--- config.mk ---
export PLATFORM = sky130hd
export DESIGN_NAME = pipeline_hazard_ctrl_flat
export DESIGN_NICKNAME = d
export VERILOG_FILES = /design/src/rtl/pipe_pkg.sv /design/src/rtl/pipeline_hazard_ctrl_if.sv /design/src/rtl/hazard_scoreboard.sv /design/src/rtl/pipeline_hazard_ctrl.sv /design/src/flat_wrapper.sv
export SDC_FILE = /design/constraint.sdc
export NUM_CORES = 1
export LEC_CHECK = 0
export ABC_CLOCK_PERIOD_IN_PS = 2300
export BUFFER_PORTS_ARGS = -buffer_cell sky130_fd_sc_hd__buf_2
export CAP_MARGIN = 20
export CORE_MARGIN = 2
export CORE_UTILIZATION = 54
export DETAILED_ROUTE_END_ITERATION = 8
export GPL_TIMING_DRIVEN = 0
export PLACE_DENSITY = 0.79
export SYNTH_ARGS = -nofsm -noshare
export SYNTH_HDL_FRONTEND = slang
export SYNTH_SLANG_ARGS = --single-unit
export TNS_END_PERCENT = 1
--- constraint.sdc ---
create_clock -name CLK -period 2.3 [get_ports CLK]
set_clock_uncertainty 0.05 [all_clocks]
set_input_delay 0.115 -clock CLK [delete_from_list [all_inputs] [get_ports CLK]]
set_output_delay 0.115 -clock CLK [all_outputs]
set_load 0.01 [all_outputs]
--- src/rtl/pipe_pkg.sv ---
// rtl/pipe_pkg.sv - shared types and helpers for the pipeline hazard controller
package pipe_pkg;

    localparam logic [1:0] FWD_RF  = 2'b00;
    localparam logic [1:0] FWD_MEM = 2'b01;
    localparam logic [1:0] FWD_WB  = 2'b10;

    typedef enum logic [1:0] {RUN, LU_STALL, FLUSH} hz_state_t;

    typedef struct packed {
        logic       valid;
        logic [4:0] rd;
        logic       regwen;
        logic       is_load;
    } sb_entry_t;

    typedef struct packed {
        logic       use_rs1;
        logic [4:0] rs1;
        logic       use_rs2;
        logic [4:0] rs2;
    } ex_src_t;

    function automatic logic sb_hit(sb_entry_t e, logic [4:0] src, logic use_src);
        return e.valid && e.regwen && (e.rd != 5'd0) && (e.rd == src) && use_src;
    endfunction

    // A load sitting in MEM has no data yet, so it is skipped and only WB may supply it.
    function automatic logic [1:0] fwd_select(sb_entry_t mem_e, sb_entry_t wb_e,
                                              logic [4:0] src, logic use_src);
        if (sb_hit(mem_e, src, use_src) && !mem_e.is_load) return FWD_MEM;
        if (sb_hit(wb_e, src, use_src)) return FWD_WB;
        return FWD_RF;
    endfunction

endpackage

--- src/rtl/pipeline_hazard_ctrl_if.sv ---
// rtl/pipeline_hazard_ctrl_if.sv - ID-stage inputs and hazard control outputs
interface pipeline_hazard_ctrl_if #(
    parameter int CNT_W = 16
);
    logic             id_valid;
    logic [4:0]       id_rs1;
    logic [4:0]       id_rs2;
    logic             id_use_rs1;
    logic             id_use_rs2;
    logic [4:0]       id_rd;
    logic             id_regwen;
    logic             id_is_load;
    logic             ex_redirect;
    logic             stall_if;
    logic             stall_id;
    logic             bubble_ex;
    logic             flush_if_id;
    logic [1:0]       fwd_a;
    logic [1:0]       fwd_b;
    logic [CNT_W-1:0] stall_count;
    logic [CNT_W-1:0] flush_count;

    modport master (
        output id_valid, id_rs1, id_rs2, id_use_rs1, id_use_rs2, id_rd,
               id_regwen, id_is_load, ex_redirect,
        input  stall_if, stall_id, bubble_ex, flush_if_id, fwd_a, fwd_b,
               stall_count, flush_count
    );

    modport slave (
        input  id_valid, id_rs1, id_rs2, id_use_rs1, id_use_rs2, id_rd,
               id_regwen, id_is_load, ex_redirect,
        output stall_if, stall_id, bubble_ex, flush_if_id, fwd_a, fwd_b,
               stall_count, flush_count
    );
endinterface

--- src/rtl/hazard_scoreboard.sv ---
// rtl/hazard_scoreboard.sv - three-entry EX/MEM/WB destination scoreboard
module hazard_scoreboard
    import pipe_pkg::*;
(
    input  logic      clk_i,
    input  logic      rst_ni,
    input  logic      insert_i,
    input  logic      bubble_i,
    input  sb_entry_t id_entry_i,
    output sb_entry_t ex_o,
    output sb_entry_t mem_o,
    output sb_entry_t wb_o
);

    sb_entry_t ex_q, mem_q, wb_q;

    always_ff @(posedge clk_i or negedge rst_ni) begin
        if (!rst_ni) begin
            ex_q  <= '0;
            mem_q <= '0;
            wb_q  <= '0;
        end else begin
            wb_q  <= mem_q;
            mem_q <= ex_q;
            ex_q  <= (insert_i && !bubble_i) ? id_entry_i : '0;
        end
    end

    assign ex_o  = ex_q;
    assign mem_o = mem_q;
    assign wb_o  = wb_q;

endmodule

--- src/rtl/pipeline_hazard_ctrl.sv ---
// rtl/pipeline_hazard_ctrl.sv - load-use stall, redirect flush and EX forwarding control
module pipeline_hazard_ctrl
    import pipe_pkg::*;
#(
    parameter int LOAD_LAT     = 1,
    parameter int FLUSH_CYCLES = 1,
    parameter int CNT_W        = 16
) (
    input  logic                  CLK,
    input  logic                  RESET,
    pipeline_hazard_ctrl_if.slave hz
);

    localparam int LU_INIT    = (LOAD_LAT > 1) ? LOAD_LAT - 2 : 0;
    localparam int FLUSH_INIT = (FLUSH_CYCLES > 0) ? FLUSH_CYCLES - 1 : 0;

    hz_state_t        state_q;
    logic [1:0]       cnt_q;
    logic [CNT_W-1:0] stall_cnt_q;
    logic [CNT_W-1:0] flush_cnt_q;
    ex_src_t          ex_src_q;
    ex_src_t          id_src;
    sb_entry_t        id_entry, ex_e, mem_e, wb_e;
    logic             load_use;
    logic             stall;
    logic             flush;

    assign id_entry = '{valid: 1'b1, rd: hz.id_rd, regwen: hz.id_regwen, is_load: hz.id_is_load};
    assign id_src   = '{use_rs1: hz.id_use_rs1, rs1: hz.id_rs1,
                        use_rs2: hz.id_use_rs2, rs2: hz.id_rs2};

    hazard_scoreboard u_sb (
        .clk_i      (CLK),
        .rst_ni     (RESET),
        .insert_i   (hz.id_valid),
        .bubble_i   (hz.bubble_ex),
        .id_entry_i (id_entry),
        .ex_o       (ex_e),
        .mem_o      (mem_e),
        .wb_o       (wb_e)
    );

    assign load_use = ex_e.is_load &&
                      (sb_hit(ex_e, hz.id_rs1, hz.id_use_rs1) ||
                       sb_hit(ex_e, hz.id_rs2, hz.id_use_rs2));

    // Redirect outranks everything; outputs are held low while reset is asserted.
    always_comb begin
        flush = 1'b0;
        stall = 1'b0;
        if (RESET) begin
            if (hz.ex_redirect || state_q == FLUSH) begin
                flush = 1'b1;
            end else if (state_q == LU_STALL || load_use) begin
                stall = 1'b1;
            end
        end
    end

    always_ff @(posedge CLK or negedge RESET) begin
        if (!RESET) begin
            state_q     <= RUN;
            cnt_q       <= 2'd0;
            stall_cnt_q <= '0;
            flush_cnt_q <= '0;
        end else if (hz.ex_redirect) begin
            if (flush_cnt_q != '1) flush_cnt_q <= flush_cnt_q + CNT_W'(1);
            if (FLUSH_CYCLES > 0) begin
                state_q <= FLUSH;
                cnt_q   <= 2'(FLUSH_INIT);
            end else begin
                state_q <= RUN;
            end
        end else begin
            case (state_q)
                RUN: begin
                    if (load_use) begin
                        if (stall_cnt_q != '1) stall_cnt_q <= stall_cnt_q + CNT_W'(1);
                        if (LOAD_LAT > 1) begin
                            state_q <= LU_STALL;
                            cnt_q   <= 2'(LU_INIT);
                        end
                    end
                end
                LU_STALL: begin
                    if (stall_cnt_q != '1) stall_cnt_q <= stall_cnt_q + CNT_W'(1);
                    if (cnt_q == 2'd0) state_q <= RUN;
                    else               cnt_q   <= cnt_q - 2'd1;
                end
                FLUSH: begin
                    if (cnt_q == 2'd0) state_q <= RUN;
                    else               cnt_q   <= cnt_q - 2'd1;
                end
                default: state_q <= RUN;
            endcase
        end
    end

    // Source fields of the instruction now in EX; a bubble carries no sources.
    always_ff @(posedge CLK or negedge RESET) begin
        if (!RESET) ex_src_q <= '0;
        else        ex_src_q <= (hz.id_valid && !hz.bubble_ex) ? id_src : '0;
    end

    assign hz.stall_if    = stall;
    assign hz.stall_id    = stall;
    assign hz.bubble_ex   = stall | flush;
    assign hz.flush_if_id = flush;
    assign hz.fwd_a       = fwd_select(mem_e, wb_e, ex_src_q.rs1, ex_src_q.use_rs1);
    assign hz.fwd_b       = fwd_select(mem_e, wb_e, ex_src_q.rs2, ex_src_q.use_rs2);
    assign hz.stall_count = stall_cnt_q;
    assign hz.flush_count = flush_cnt_q;

endmodule
--- src/flat_wrapper.sv ---
// flat-port wrapper written by rule: the top's interface ports become plain ports
module pipeline_hazard_ctrl_flat import pipe_pkg::*;
#(
    parameter int LOAD_LAT     = 1,
    parameter int FLUSH_CYCLES = 1,
    parameter int CNT_W        = 16
)
  (CLK, RESET, hz_id_valid, hz_id_rs1, hz_id_rs2, hz_id_use_rs1, hz_id_use_rs2, hz_id_rd, hz_id_regwen, hz_id_is_load, hz_ex_redirect, hz_stall_if, hz_stall_id, hz_bubble_ex, hz_flush_if_id, hz_fwd_a, hz_fwd_b, hz_stall_count, hz_flush_count);
  pipeline_hazard_ctrl_if #(.CNT_W(CNT_W)) hz_i ();
  input  logic CLK;
  input  logic RESET;
  input wire logic [$bits(hz_i.id_valid)-1:0] hz_id_valid;
  input wire logic [$bits(hz_i.id_rs1)-1:0] hz_id_rs1;
  input wire logic [$bits(hz_i.id_rs2)-1:0] hz_id_rs2;
  input wire logic [$bits(hz_i.id_use_rs1)-1:0] hz_id_use_rs1;
  input wire logic [$bits(hz_i.id_use_rs2)-1:0] hz_id_use_rs2;
  input wire logic [$bits(hz_i.id_rd)-1:0] hz_id_rd;
  input wire logic [$bits(hz_i.id_regwen)-1:0] hz_id_regwen;
  input wire logic [$bits(hz_i.id_is_load)-1:0] hz_id_is_load;
  input wire logic [$bits(hz_i.ex_redirect)-1:0] hz_ex_redirect;
  output wire logic [$bits(hz_i.stall_if)-1:0] hz_stall_if;
  output wire logic [$bits(hz_i.stall_id)-1:0] hz_stall_id;
  output wire logic [$bits(hz_i.bubble_ex)-1:0] hz_bubble_ex;
  output wire logic [$bits(hz_i.flush_if_id)-1:0] hz_flush_if_id;
  output wire logic [$bits(hz_i.fwd_a)-1:0] hz_fwd_a;
  output wire logic [$bits(hz_i.fwd_b)-1:0] hz_fwd_b;
  output wire logic [$bits(hz_i.stall_count)-1:0] hz_stall_count;
  output wire logic [$bits(hz_i.flush_count)-1:0] hz_flush_count;
  assign hz_i.id_valid = hz_id_valid;
  assign hz_i.id_rs1 = hz_id_rs1;
  assign hz_i.id_rs2 = hz_id_rs2;
  assign hz_i.id_use_rs1 = hz_id_use_rs1;
  assign hz_i.id_use_rs2 = hz_id_use_rs2;
  assign hz_i.id_rd = hz_id_rd;
  assign hz_i.id_regwen = hz_id_regwen;
  assign hz_i.id_is_load = hz_id_is_load;
  assign hz_i.ex_redirect = hz_ex_redirect;
  assign hz_stall_if = hz_i.stall_if;
  assign hz_stall_id = hz_i.stall_id;
  assign hz_bubble_ex = hz_i.bubble_ex;
  assign hz_flush_if_id = hz_i.flush_if_id;
  assign hz_fwd_a = hz_i.fwd_a;
  assign hz_fwd_b = hz_i.fwd_b;
  assign hz_stall_count = hz_i.stall_count;
  assign hz_flush_count = hz_i.flush_count;
  pipeline_hazard_ctrl #(.LOAD_LAT(LOAD_LAT), .FLUSH_CYCLES(FLUSH_CYCLES), .CNT_W(CNT_W)) u_core (.CLK(CLK), .RESET(RESET), .hz(hz_i));
endmodule
; Yosys cells after proc, flatten, opt, wreduce, memory -nomap -nowiden
; Index checks and enable logic that the tools add are counted.
; Widths: inputs -> output; s select.
[word_totals]
out_inout_bits = 40
latch_bits = 0
input_bits = 23
register_bits = 71
ram_bits = 0
n_memories = 0
wordCells = 107
rom_bits = 0
[op_classes]
n_mux = 30
addsub = 3
reduce_logical = 39
n_shift = 0
order_cmp = 0
n_eq_ne = 14
div_mod_pow = 0
n_bitwise = 2
mul = 0
[op_table]
columns = operator, count
row1 = $add 16x1->16 const B, 2
row2 = $mux 16, 2
row3 = $ne 16x16->1 const B, 2
row4 = $pmux 16 s2, 1
row5 = $eq 5x5->1, 6
row6 = $mux 2, 13
row7 = $logic_and 1x1->1, 22
row8 = $reduce_bool 5->1, 3
row9 = $mux 12, 1
row10 = $mux 1, 11
row11 = $mux 8, 1
row12 = $reduce_and 2->1, 3
row13 = $logic_not 2->1, 2
row14 = $ne 2x2->1 const B, 2
row15 = $pmux 2 s2, 1
row16 = $reduce_bool 2->1, 2
row17 = $logic_or 1x1->1, 3
row18 = $ne 3x1->1 const B, 1
row19 = $reduce_and 3->1, 1
row20 = $eq 2x1->1 const B, 1
row21 = $eq 2x2->1 const B, 1
row22 = $logic_not 1->1, 2
row23 = $ne 2x1->1 const B, 1
row24 = $reduce_or 2->1, 1
row25 = 3 further kinds, 3

; Longest topological paths before layout
; Gate-level depths: netlist of run 1.
[logic_depth]
ltp_word = 14
depth_mapped = 6
ltp_nobuf = 6

; Modules after synthesis
; Synthesis of run 1 repeated with hierarchy kept, for this count alone.
[unflattened]
cells_unflattened = 291
hier_area_um2 = 3245.6
[modules_own_cells]
columns = module, area_per_inst_um2, cells_each, n_inst, seq_area_each_um2
row1 = pipeline_hazard_ctrl, 2575.0, 259, 1, 1176.1
row2 = hazard_scoreboard, 670.6, 32, 1, 600.6

; Least setup slack after synthesis of run 1
; Ideal clock, no wire load.
[synth_timing]
path_kind = reg-to-output
startpoint = reg u_core.u_sb.ex_q (netlist bit u_core.u_sb.ex_o[3])
endpoint = out hz_stall_if
required_ns = 2.135
path_stages_with_launch = 7
arrival_time_ns = 1.800
path_slack_ns = 0.335
path_buffers = 2
cell_sequence = dfrtp_1 > xnor2_1 > nand4_1 > o22ai_1 > clkbuf_1 > and3_1 > buf_4
[synth_via]
elab_chain_cells = 10
word_cells_on_any_way = 14
classes_between = eq/ne (2) / mux (3) / reduce/logical (9)
[synth_lines]
columns = element, line_no
row1 = from (decl), hazard_scoreboard.sv:15  ; sb_entry_t ex_q, mem_q, wb_q;
row2 = from (signal assigned), hazard_scoreboard.sv:25  ; ex_q <= (insert_i && !bubble_i) ? id_entry_i : '0;
row3 = $reduce_bool 5->1, pipe_pkg.sv:25  ; return e.valid && e.regwen && (e.rd != 5'd0) && (e.rd == src) && use_src;
row4 = $logic_and 1x1->1 (3 in series), pipe_pkg.sv:25
row5 = $logic_or 1x1->1 *, pipeline_hazard_ctrl.sv:44  ; (sb_hit(ex_e, hz.id_rs1, hz.id_use_rs1) ||
row6 = $logic_and 1x1->1 *, pipeline_hazard_ctrl.sv:43  ; assign load_use = ex_e.is_load &&
row7 = $logic_or 1x1->1 *, pipeline_hazard_ctrl.sv:54  ; end else if (state_q == LU_STALL || load_use) begin
row8 = $mux 1 *, pipeline_hazard_ctrl.sv:54
row9 = $mux 1 *, pipeline_hazard_ctrl.sv:52  ; if (hz.ex_redirect || state_q == FLUSH) begin
row10 = $mux 1 *, pipeline_hazard_ctrl.sv:51  ; if (RESET) begin
row11 = to (decl), flat_wrapper.sv:21  ; output wire logic [$bits(hz_i.stall_if)-1:0] hz_stall_if;
; Mark *: on every way between the ends. The rest lies on a longest branch, timed or not.

; Worst setup path in the final report of run 1
[layout_timing]
startpoint = reg u_core.u_sb.ex_q (netlist bit u_core.u_sb.ex_o[3])
endpoint = out hz_bubble_ex
[layout_via]
elab_chain_cells = 11
word_cells_on_any_way = 15
classes_between = eq/ne (2) / mux (3) / bitwise (1) / reduce/logical (9)
[layout_lines]
columns = element, line_no
row1 = $reduce_bool 5->1, pipe_pkg.sv:25
row2 = $logic_and 1x1->1 (3 in series), pipe_pkg.sv:25
row3 = $logic_or 1x1->1 *, pipeline_hazard_ctrl.sv:44
row4 = $logic_and 1x1->1 *, pipeline_hazard_ctrl.sv:43
row5 = $logic_or 1x1->1 *, pipeline_hazard_ctrl.sv:54
row6 = $mux 1 *, pipeline_hazard_ctrl.sv:54
row7 = $mux 1 *, pipeline_hazard_ctrl.sv:52
row8 = $mux 1 *, pipeline_hazard_ctrl.sv:51
row9 = $or 1x1->1 *, pipeline_hazard_ctrl.sv:107  ; assign hz.bubble_ex = stall | flush;
row10 = to (decl), flat_wrapper.sv:23  ; output wire logic [$bits(hz_i.bubble_ex)-1:0] hz_bubble_ex;
; Marked as above.

==> impl_metrics.toml, run 1 <==
[power]
swShare_pct = 28.4
max-vdd-ir-drop_mv = 0.371
fin_total_pwr_w = 0.00292
pwr-share-comb_pct = 16.6
pwr-share-seq_pct = 50.9
p_sw_w = 0.000827
p_int_w = 0.00209
clkPwrFrac_pct = 32.4
p_leak_nw = 1.92
powerDensity_nw_per_um2 = 735

[detailed_routing]
wl_per_cell_um = 15.6
ant_nets = 0
wl_um = 6940
dr.pass1.iters = 4
vias = 2415
drt_iter0_markers = 144
via_per_inst = 5.41
remaining_drc_errors = 0

[place]
dpl.hpwl_um = 4600
gp_congestion = 0.917
io_buffers = 62

[logic_synthesis]
synth.distinct_cells = 35
syn_nets = 301
ys_seq_elements = 70
synthMostInstantiatedCell = "dfrtp_1"
synth-edff-count = 0
synth.area.top_cells = "dfrtp_1 56%, xnor2_1 11%, xor2_1 4.8%"
synth_largest_area_cell = "dfrtp_1"
synthCells = 275
yosysTopAreaCellShare_pct = 56.1
netlist_area_um2 = 3120
synthArstFlopShare_pct = 100
synthTopCellsByCount = "70 x dfrtp_1, 38 x xnor2_1, 21 x and2_1"
yosys_warnings = 0
syn_area_per_cell_um2 = 11.4
ys_seq_area_share_pct = 56.1
ys.flop_type = "dfrtp_1"

[critical_path]
startpoint_type = "flip-flop"
crit_type = "reg -> out"
worst_r2r_path_depth = 6
slowest_stage = "dfrtp_1"
cp.buffers_inverters = 2
regToRegEndpoint = "u_core.ex_src_q[11]"
worstPathRequired_ns = 2.13
r2r_slack_ns = 0.11
endpoint_kind = "output pin"
max_stage_delay_ns = 0.46
crit_fanout = 10
crit_arrival_ns = 2.05
crit_family = "flip-flops"
path_cells = "xnor2_1, nand4_1, o22ai_4, buf_4, nand2_1, a21boi_1, buf_2"
reg2reg_from = "u_core.u_sb.ex_o[5]"

[clock_tree]
clkSlewWorstSetupHoldPaths_ns = 0.07
clk_latency_ns = 0.35
numCtsBuffers = 9
clockBufferDepth = 2
cts.sinks = 70
tritoncts = "yes"
root_buffer = "clkbuf_8"
postCtsHoldBufs = 20
htreeDepth = 3

[flow_run]
cap_violations = 0

[floorplan]
core-area_um2 = 5540
ioPinCount = 63
dieArea_um2 = 6410
die_w_um = 80.1
rows = 27
die_h_um = 80.1
start_util_pct = 56.4

[finish]
final_util_pct = 71.6
antenna_cells = 0
nFillCells = 414
fin_nets = 395
syn2layout_area_growth_pct = 27.0
drive_gt1_share_pct = 23.5
multi_input_area_um2 = 1360
seq_area_um2 = 1750

[sta]
period_needed_ns = 2.22
hold_slack_ns = -0.172
hold_viol_final = 70
slew_violations = 0
worst_pin_slew_ns = 0.876
finalSetupTns_ns = 0
max_freq_ghz = 0.451
slew_headroom_pct = 41.6
rsz0062_at_grt = "yes"
final.period_utilization_pct = 96.4
setup_viol = 0

[grt]
grt_pass1_wl_um = 11500
grt-ovfl-total = 0
grt_pass1_vias = 2398
grtUsageTotal_pct = 24.1
antenna_found_initial = 0
grt_max_degree = 75

[hold_path]
hp-class = "in -> async"

[status]
violations = "negative hold slack"
status = "finished with violations"
what timing repair did:
item                                   in CTS  in global routing
pin swaps                                   1                  4
setup endpoints to repair                   8                 21
resized for setup                           3                  9
endpoints found under the hold margin      91                 70
setup buffers                               1                  1
kinds of logic (layout without fill, tap and decap cells):
kind of cell | after synthesis | in the layout | synth area share (%)
xor+xnor | 55 | 55 | 15.4
simple gates | 114 | 114 | 20.2
mux | 4 | 4 | 1.44
fa+ha+maj | 3 | 3 | 1.20
compound gates | 18 | 18 | 4.13
buf+inv | 11 | 110 | 1.52
flops | 70 | 70 | 56.1
stage by stage:
stage / instances / instance area (um^2) / worst slack [ns]
2_1_floorplan: 275 / 3120 / 0.335
3_3_place_gp: 409 / 3520 / -0.118
3_5_place_dp: 409 / 3530 / -0.104
4_1_cts: 446 / 3930 / -0.0803
5_1_grt: 446 / 3970 / -0.0369
6_report: 446 / 3970 / 0.0839
worst max-delay path by stage:
stage                        startpoint      endpoint  slack, ns  depth (start not counted)
finish              u_core.u_sb.ex_o[3]  hz_bubble_ex       0.08                          7
global route        u_core.u_sb.ex_o[3]  hz_bubble_ex      -0.04                          7
CTS                 u_core.u_sb.ex_o[2]   hz_stall_if      -0.08                          6
detailed placement  u_core.u_sb.ex_o[6]   hz_stall_if      -0.10                          7
global placement    u_core.u_sb.ex_o[3]   hz_stall_if      -0.12                          7
floorplan           u_core.u_sb.ex_o[3]   hz_stall_if       0.33                          6
flip-flops by register name, indices dropped and copies added (netlist names):
signal	count
u_core.u_sb.ex_o	8
u_core.ex_src_q	12
u_core.cnt_q	2
u_core.hz.flush_count	16
u_core.state_q	1
u_core.u_sb.wb_o	7
u_core.u_sb.mem_o	8
u_core.hz.stall_count	16
cell type report:
cell class                 instances  area share (%)
buffer                             3           0.505
clock buffer                      12            3.41
sequential                        70            44.2
multi-input combinational        194            34.3
inverter                           7           0.662
clock inverter                     4            1.20
tap                               72            2.27
timing repair buffer              84            13.5
cell usage in the layout (no fill, tap or decap), drive strengths merged:
cell,instances
xor2,17
nand4,14
a21boi,1
o21ai,2
clkbuf,13
dlygate4sd3,20
bufinv,1
o22ai,1
nor2b,2
nand2,13
and3,10
mux2,4
ha,3
nor2,12
o211ai,4
nor4,9
dfrtp,70
buf,66
clkinvlp,1
xnor2,38
a211oi,1
o2111ai,1
nor3b,1
a31oi,1
nand2b,3
nor3,4
or2,1
or4,4
inv,7
a311oi,1
clkinv,2
and4,1
and2,21
a21oi,5
o21a,1
nand3,19
routing by layer:
layer | share of wire [%] | wire length, um | track usage (%)
met1 | 42 | 2940 | 30.8
met2 | 49 | 3410 | 38.0
met3 | 4.6 | 319 | 3.93
met4 | 3.9 | 271 | 15.8
met5 | 0 | 0 | 0
power by group through the flow:
stage	Combinational (W)	Sequential, W	Clock (W)
3_5_place_dp	0.000450	0.00151	0
5_1_grt	0.000561	0.00151	0.00100
2_1_floorplan	0.000250	0.00151	0
6_report	0.000485	0.00149	0.000946
3_3_place_gp	0.000434	0.00150	0
4_1_cts	0.000485	0.00148	0.000951
worst register-to-register path, cell delays in order, from the launching register on:
cell and delay [ns]:
dfrtp_1 0.43, or4_4 0.58, o211ai_4 0.26, inv_2 0.10, a311oi_2 0.28, buf_2 0.24
and2_1 0.18
No activity file was read; power rests on OpenSTA's default activity.
==> run 2, diff against run 1 <==
--- a/constraint.sdc
+++ b/constraint.sdc
@@ -3,3 +3,3 @@
 set_input_delay 0.115 -clock CLK [delete_from_list [all_inputs] [get_ports CLK]]
 set_output_delay 0.115 -clock CLK [all_outputs]
-set_load 0.01 [all_outputs]
+set_load 0.1 [all_outputs]
==> impl_metrics.toml, run 2 (synthesis results as in run 1) <==
[floorplan]
start_util_pct = 56.4
rows = 27
dieArea_um2 = 6410
die_w_um = 80.1
die_h_um = 80.1
core-area_um2 = 5540
ioPinCount = 63

[critical_path]
regToRegEndpoint = "u_core.ex_src_q[3]"
worstPathRequired_ns = 2.13
endpoint_kind = "output pin"
crit_type = "reg -> out"
crit_arrival_ns = 2.12
r2r_slack_ns = 0.05
crit_fanout = 5
reg2reg_from = "u_core.u_sb.ex_o[6]"
startpoint_type = "flip-flop"
worst_r2r_path_depth = 7

[grt]
grtUsageTotal_pct = 24.2
antenna_found_initial = 0
grt_pass1_vias = 2323
grt_pass1_wl_um = 11500
grt-ovfl-total = 0
grt_max_degree = 75

[finish]
drive_gt1_share_pct = 30.2
seq_area_um2 = 1760
syn2layout_area_growth_pct = 32.5
nFillCells = 369
fin_nets = 399
multi_input_area_um2 = 1420
final_util_pct = 74.7
antenna_cells = 0
mostFrequentLayoutCells = "62 x dfrtp_1, 56 x buf_2, 35 x xnor2_1"
final_common_cell = "dfrtp_1"

[clock_tree]
tritoncts = "yes"
root_buffer = "clkbuf_8"
htreeDepth = 3
clkSlewWorstSetupHoldPaths_ns = 0.07
numCtsBuffers = 9
clk_latency_ns = 0.34
clockBufferDepth = 2
postCtsHoldBufs = 18
cts.sinks = 70

[detailed_routing]
via_per_inst = 5.45
remaining_drc_errors = 0
drt_iter0_markers = 146
vias = 2453
ant_nets = 0
wl_um = 7250
dr.pass1.iters = 4
wl_per_cell_um = 16.1

[sta]
final.period_utilization_pct = 99.2
finalSetupTns_ns = 0
slew_violations = 0
hold_viol_final = 70
setup_viol = 0
slew_headroom_pct = 41.2
hold_slack_ns = -0.159
max_freq_ghz = 0.438
worst_pin_slew_ns = 0.882
rsz0062_at_grt = "yes"
fin_ws_ns = 0.0184
period_needed_ns = 2.28

[power]
p_leak_nw = 1.97
powerDensity_nw_per_um2 = 846
max-vdd-ir-drop_mv = 0.541

[place]
dpl.hpwl_um = 4500
gp_congestion = 0.912
io_buffers = 62
dp_slack_ns = -0.491

[hold_path]
hp-class = "in -> async"

[flow_run]
cap_violations = 0

[status]
status = "finished with violations"
violations = "negative hold slack"
[run 2: changes by cell type in the layout (fill, tap and decap cells not counted), moves of 3 or more]
cell / previous run / this run
buf_2: 61 / 56
buf_4: 4 / 10
clkbuf_1: 3 / 0
dfrtp_1: 70 / 62
dfrtp_2: 0 / 8
nor2_1: 12 / 9
nor2_2: 0 / 3
xnor2_1: 38 / 35
xnor2_2: 0 / 3
[run 2: per-layer routing]
layer  vias to the layer above  wire length (um)  GRT usage, %
li1                       1150                 -             -
met1                      1205              3010          31.2
met2                        80              3730          40.1
met3                        18               361          4.94
met4                         0               150          9.83
met5                         -                 0             0
[run 2: stage by stage]
step                instance area (um^2)  power (W)  instances
floorplan                           3170    0.00224        275
global placement                    3570    0.00241        409
detailed placement                  3570    0.00245        409
CTS                                 4020    0.00348        445
global route                        4140    0.00365        450
finish                              4140    0.00350        450
[run 2: critical path, cell delays in order, from the launching register on]
cell	delay, ns
dfrtp_2	0.45
or4_4	0.56
o211ai_4	0.20
inv_2	0.08
and3_4	0.18
buf_4	0.13
buf_12	0.15
[run 2: what timing repair did]
item	in CTS	in global routing
setup buffers	2	5
resized for setup	12	22
endpoints found under the hold margin	89	70
setup endpoints to repair	13	8
pin swaps	2	8
[run 2: report_power, final]
| part | internal, W | leakage (nW) | switching [W] |
|---|---|---|---|
| clock network | 0.000558 | 0.0976 | 0.000462 |
| logic | 0.000252 | 0.957 | 0.000742 |
| registers | 0.00135 | 0.918 | 0.000132 |
| total | 0.00216 | 1.97 | 0.00134 |
[run 2: worst max path at each step]
stage | start | end | slack [ns] | depth (start not counted)
2_1_floorplan | u_core.hz.flush_count[8] | u_core.hz.flush_count[1] | -0.23 | 5
3_3_place_gp | u_core.u_sb.ex_o[3] | hz_stall_if | -0.47 | 7
3_5_place_dp | u_core.u_sb.ex_o[3] | hz_stall_if | -0.49 | 7
4_1_cts | u_core.u_sb.ex_o[2] | hz_stall_if | -0.08 | 6
5_1_grt | hz_id_rs1[4] | hz_stall_id | -0.06 | 8
6_report | u_core.u_sb.ex_o[6] | hz_stall_if | 0.02 | 6
[run 2: final cells by class]
class / count / share of cell area, %
Tap cell: 72 / 2.18
Buffer: 4 / 0.695
Sequential cell: 70 / 42.6
Clock buffer: 11 / 3.66
Multi-Input combinational cell: 194 / 34.4
Inverter: 7 / 0.635
Timing Repair Buffer: 87 / 14.5
Clock inverter: 5 / 1.39
==> run 3, diff against run 2 <==
CORE_ASPECT_RATIO = 1.1   (was not set)
==> impl_metrics.toml, run 3 (synthesis results as in run 1) <==
[grt]
grtUsageTotal_pct = 22.9
grt_pass1_wl_um = 11300
grt_pass1_vias = 2346
grt-ovfl-total = 0
antenna_found_initial = 0
grt_max_degree = 75

[critical_path]
critPathLaunch = "u_core.u_sb.ex_o[6]"
r2r_slack_ns = 0.23
reg2reg_from = "u_core.u_sb.ex_o[6]"
worstPathRequired_ns = 2.13
crit_fanout = 5
regToRegEndpoint = "u_core.hz.stall_count[1]"
startpoint_type = "flip-flop"
path_cells = "or4_4, o211ai_2, inv_2, and3_4, buf_4, buf_12"
max_stage_delay_ns = 0.56
slowest_stage = "or4_4"
worst_r2r_path_depth = 6
endpoint_kind = "output pin"
crit_type = "reg -> out"
crit_arrival_ns = 2.09

[floorplan]
core-area_um2 = 5660
dieArea_um2 = 6410
die_h_um = 83.8
ioPinCount = 63
die_w_um = 76.5
start_util_pct = 55.2
rows = 29

[clock_tree]
clockBufferDepth = 2
clk_latency_ns = 0.35
cts.sinks = 70
numCtsBuffers = 9
clkSlewWorstSetupHoldPaths_ns = 0.08
root_buffer = "clkbuf_8"
tritoncts = "yes"
postCtsHoldBufs = 20
htreeDepth = 3

[sta]
slew_headroom_pct = 40.4
max_freq_ghz = 0.443
hold_viol_final = 70
hold_slack_ns = -0.178
setup_viol = 0
slew_violations = 0
worst_pin_slew_ns = 0.894
rsz0062_at_grt = "yes"
period_needed_ns = 2.26
final.period_utilization_pct = 98.2

[finish]
fin_nets = 396
drive_gt1_share_pct = 27.2
final_common_cell = "dfrtp_1"
design_area_um2 = 4040
multi_input_area_um2 = 1400
seq_area_um2 = 1760
antenna_cells = 0
syn2layout_area_growth_pct = 29.4
nFillCells = 427
mostFrequentLayoutCells = "66 x dfrtp_1, 57 x buf_2, 37 x xnor2_1"

[hold_path]
hp-class = "in -> async"

[place]
gp_congestion = 0.874
dpl.hpwl_um = 4470
post_dp_cell_area_um2 = 3580
io_buffers = 62

[power]
swShare_pct = 39.7
p_sw_w = 0.00131
max-vdd-ir-drop_mv = 0.597
p_leak_nw = 1.94
pwr-share-comb_pct = 29.5
fin_total_pwr_w = 0.00329
powerDensity_nw_per_um2 = 815
clkPwrFrac_pct = 25.3
pwr-share-seq_pct = 45.2
p_int_w = 0.00199

[detailed_routing]
wl_per_cell_um = 14.6
vias = 2392
dr.pass1.iters = 4
via_per_inst = 5.29
wl_um = 6590
remaining_drc_errors = 0
ant_nets = 0
drt_iter0_markers = 153

[status]
violations = "negative hold slack"
status = "finished with violations"

[flow_run]
cap_violations = 0
## run 3: cell types whose count changed in the layout (fill, tap and decap cells not counted), sizes merged
| cell | before | now |
|---|---|---|
| buf | 71 | 67 |
| clkinv | 1 | 4 |
| clkbuf | 13 | 11 |
| dlygate4sd3 | 18 | 20 |
| bufinv | 1 | 0 |
| clkinvlp | 3 | 2 |
## run 3: power groups by stage
stage	sequential (W)	combinational (W)	clock [W]
CTS	0.00149	0.000971	0.000855
global placement	0.00150	0.000915	0
finish	0.00149	0.000970	0.000835
floorplan	0.00196	0.000285	0
global route	0.00151	0.00103	0.000901
detailed placement	0.00151	0.000933	0
## run 3: layout make-up
class                   count  share of cell area (%)
plain buffers               4                   0.619
inverters                   7                   0.650
well taps                  77                    2.38
clock inverters             6                   0.960
flip-flops and latches     70                    43.5
clock buffers              10                    3.16
multi-input cells         194                    34.6
repair buffers             84                    14.1
## run 3: per-layer routing
layer / GRT usage (%) / vias up / part of all wire (%)
li1: - / 1151 / -
met1: 29.6 / 1144 / 42
met2: 36.0 / 77 / 50
met3: 3.57 / 20 / 3.8
met4: 15.0 / 0 / 3.7
met5: 0 / - / 0
## run 3: worst max path at each step
stage,endpoint,slack [ns]
floorplan,u_core.hz.flush_count[1],-0.23
global placement,hz_bubble_ex,-0.46
detailed placement,hz_bubble_ex,-0.49
CTS,hz_fwd_a[1],0.01
global route,hz_stall_if,-0.04
finish,hz_stall_if,0.04
## run 3: per-stage QoR
step	setup slack, ns	hold slack, ns	setup TNS [ns]	util [%]	std cells
after global routing	-0.0380	-0.0840	-0.0749	71.4	452
after floorplan	-0.226	-0.231	-3.66	-	275
after detailed placement	-0.495	0.242	-1.67	63.2	414
after global placement	-0.457	0.273	-1.32	63.2	414
after CTS	0.0122	-0.141	0	70.9	452
final	0.0417	-0.178	0	71.4	452
## run 3: repair_timing
action	in CTS	in global routing
endpoints found under the hold margin	91	70
buffers inserted	2	0
endpoints found under the setup margin	13	9
pin swaps	3	1
resized for setup	15	8
cloned	0	0
## run 3: worst max-delay path, delay by kind of cell, from the launching register on
family          cells  cell delay (ns)
simple gates        2             0.75
flops               1             0.43
buf+inv             3             0.38
compound gates      1             0.19
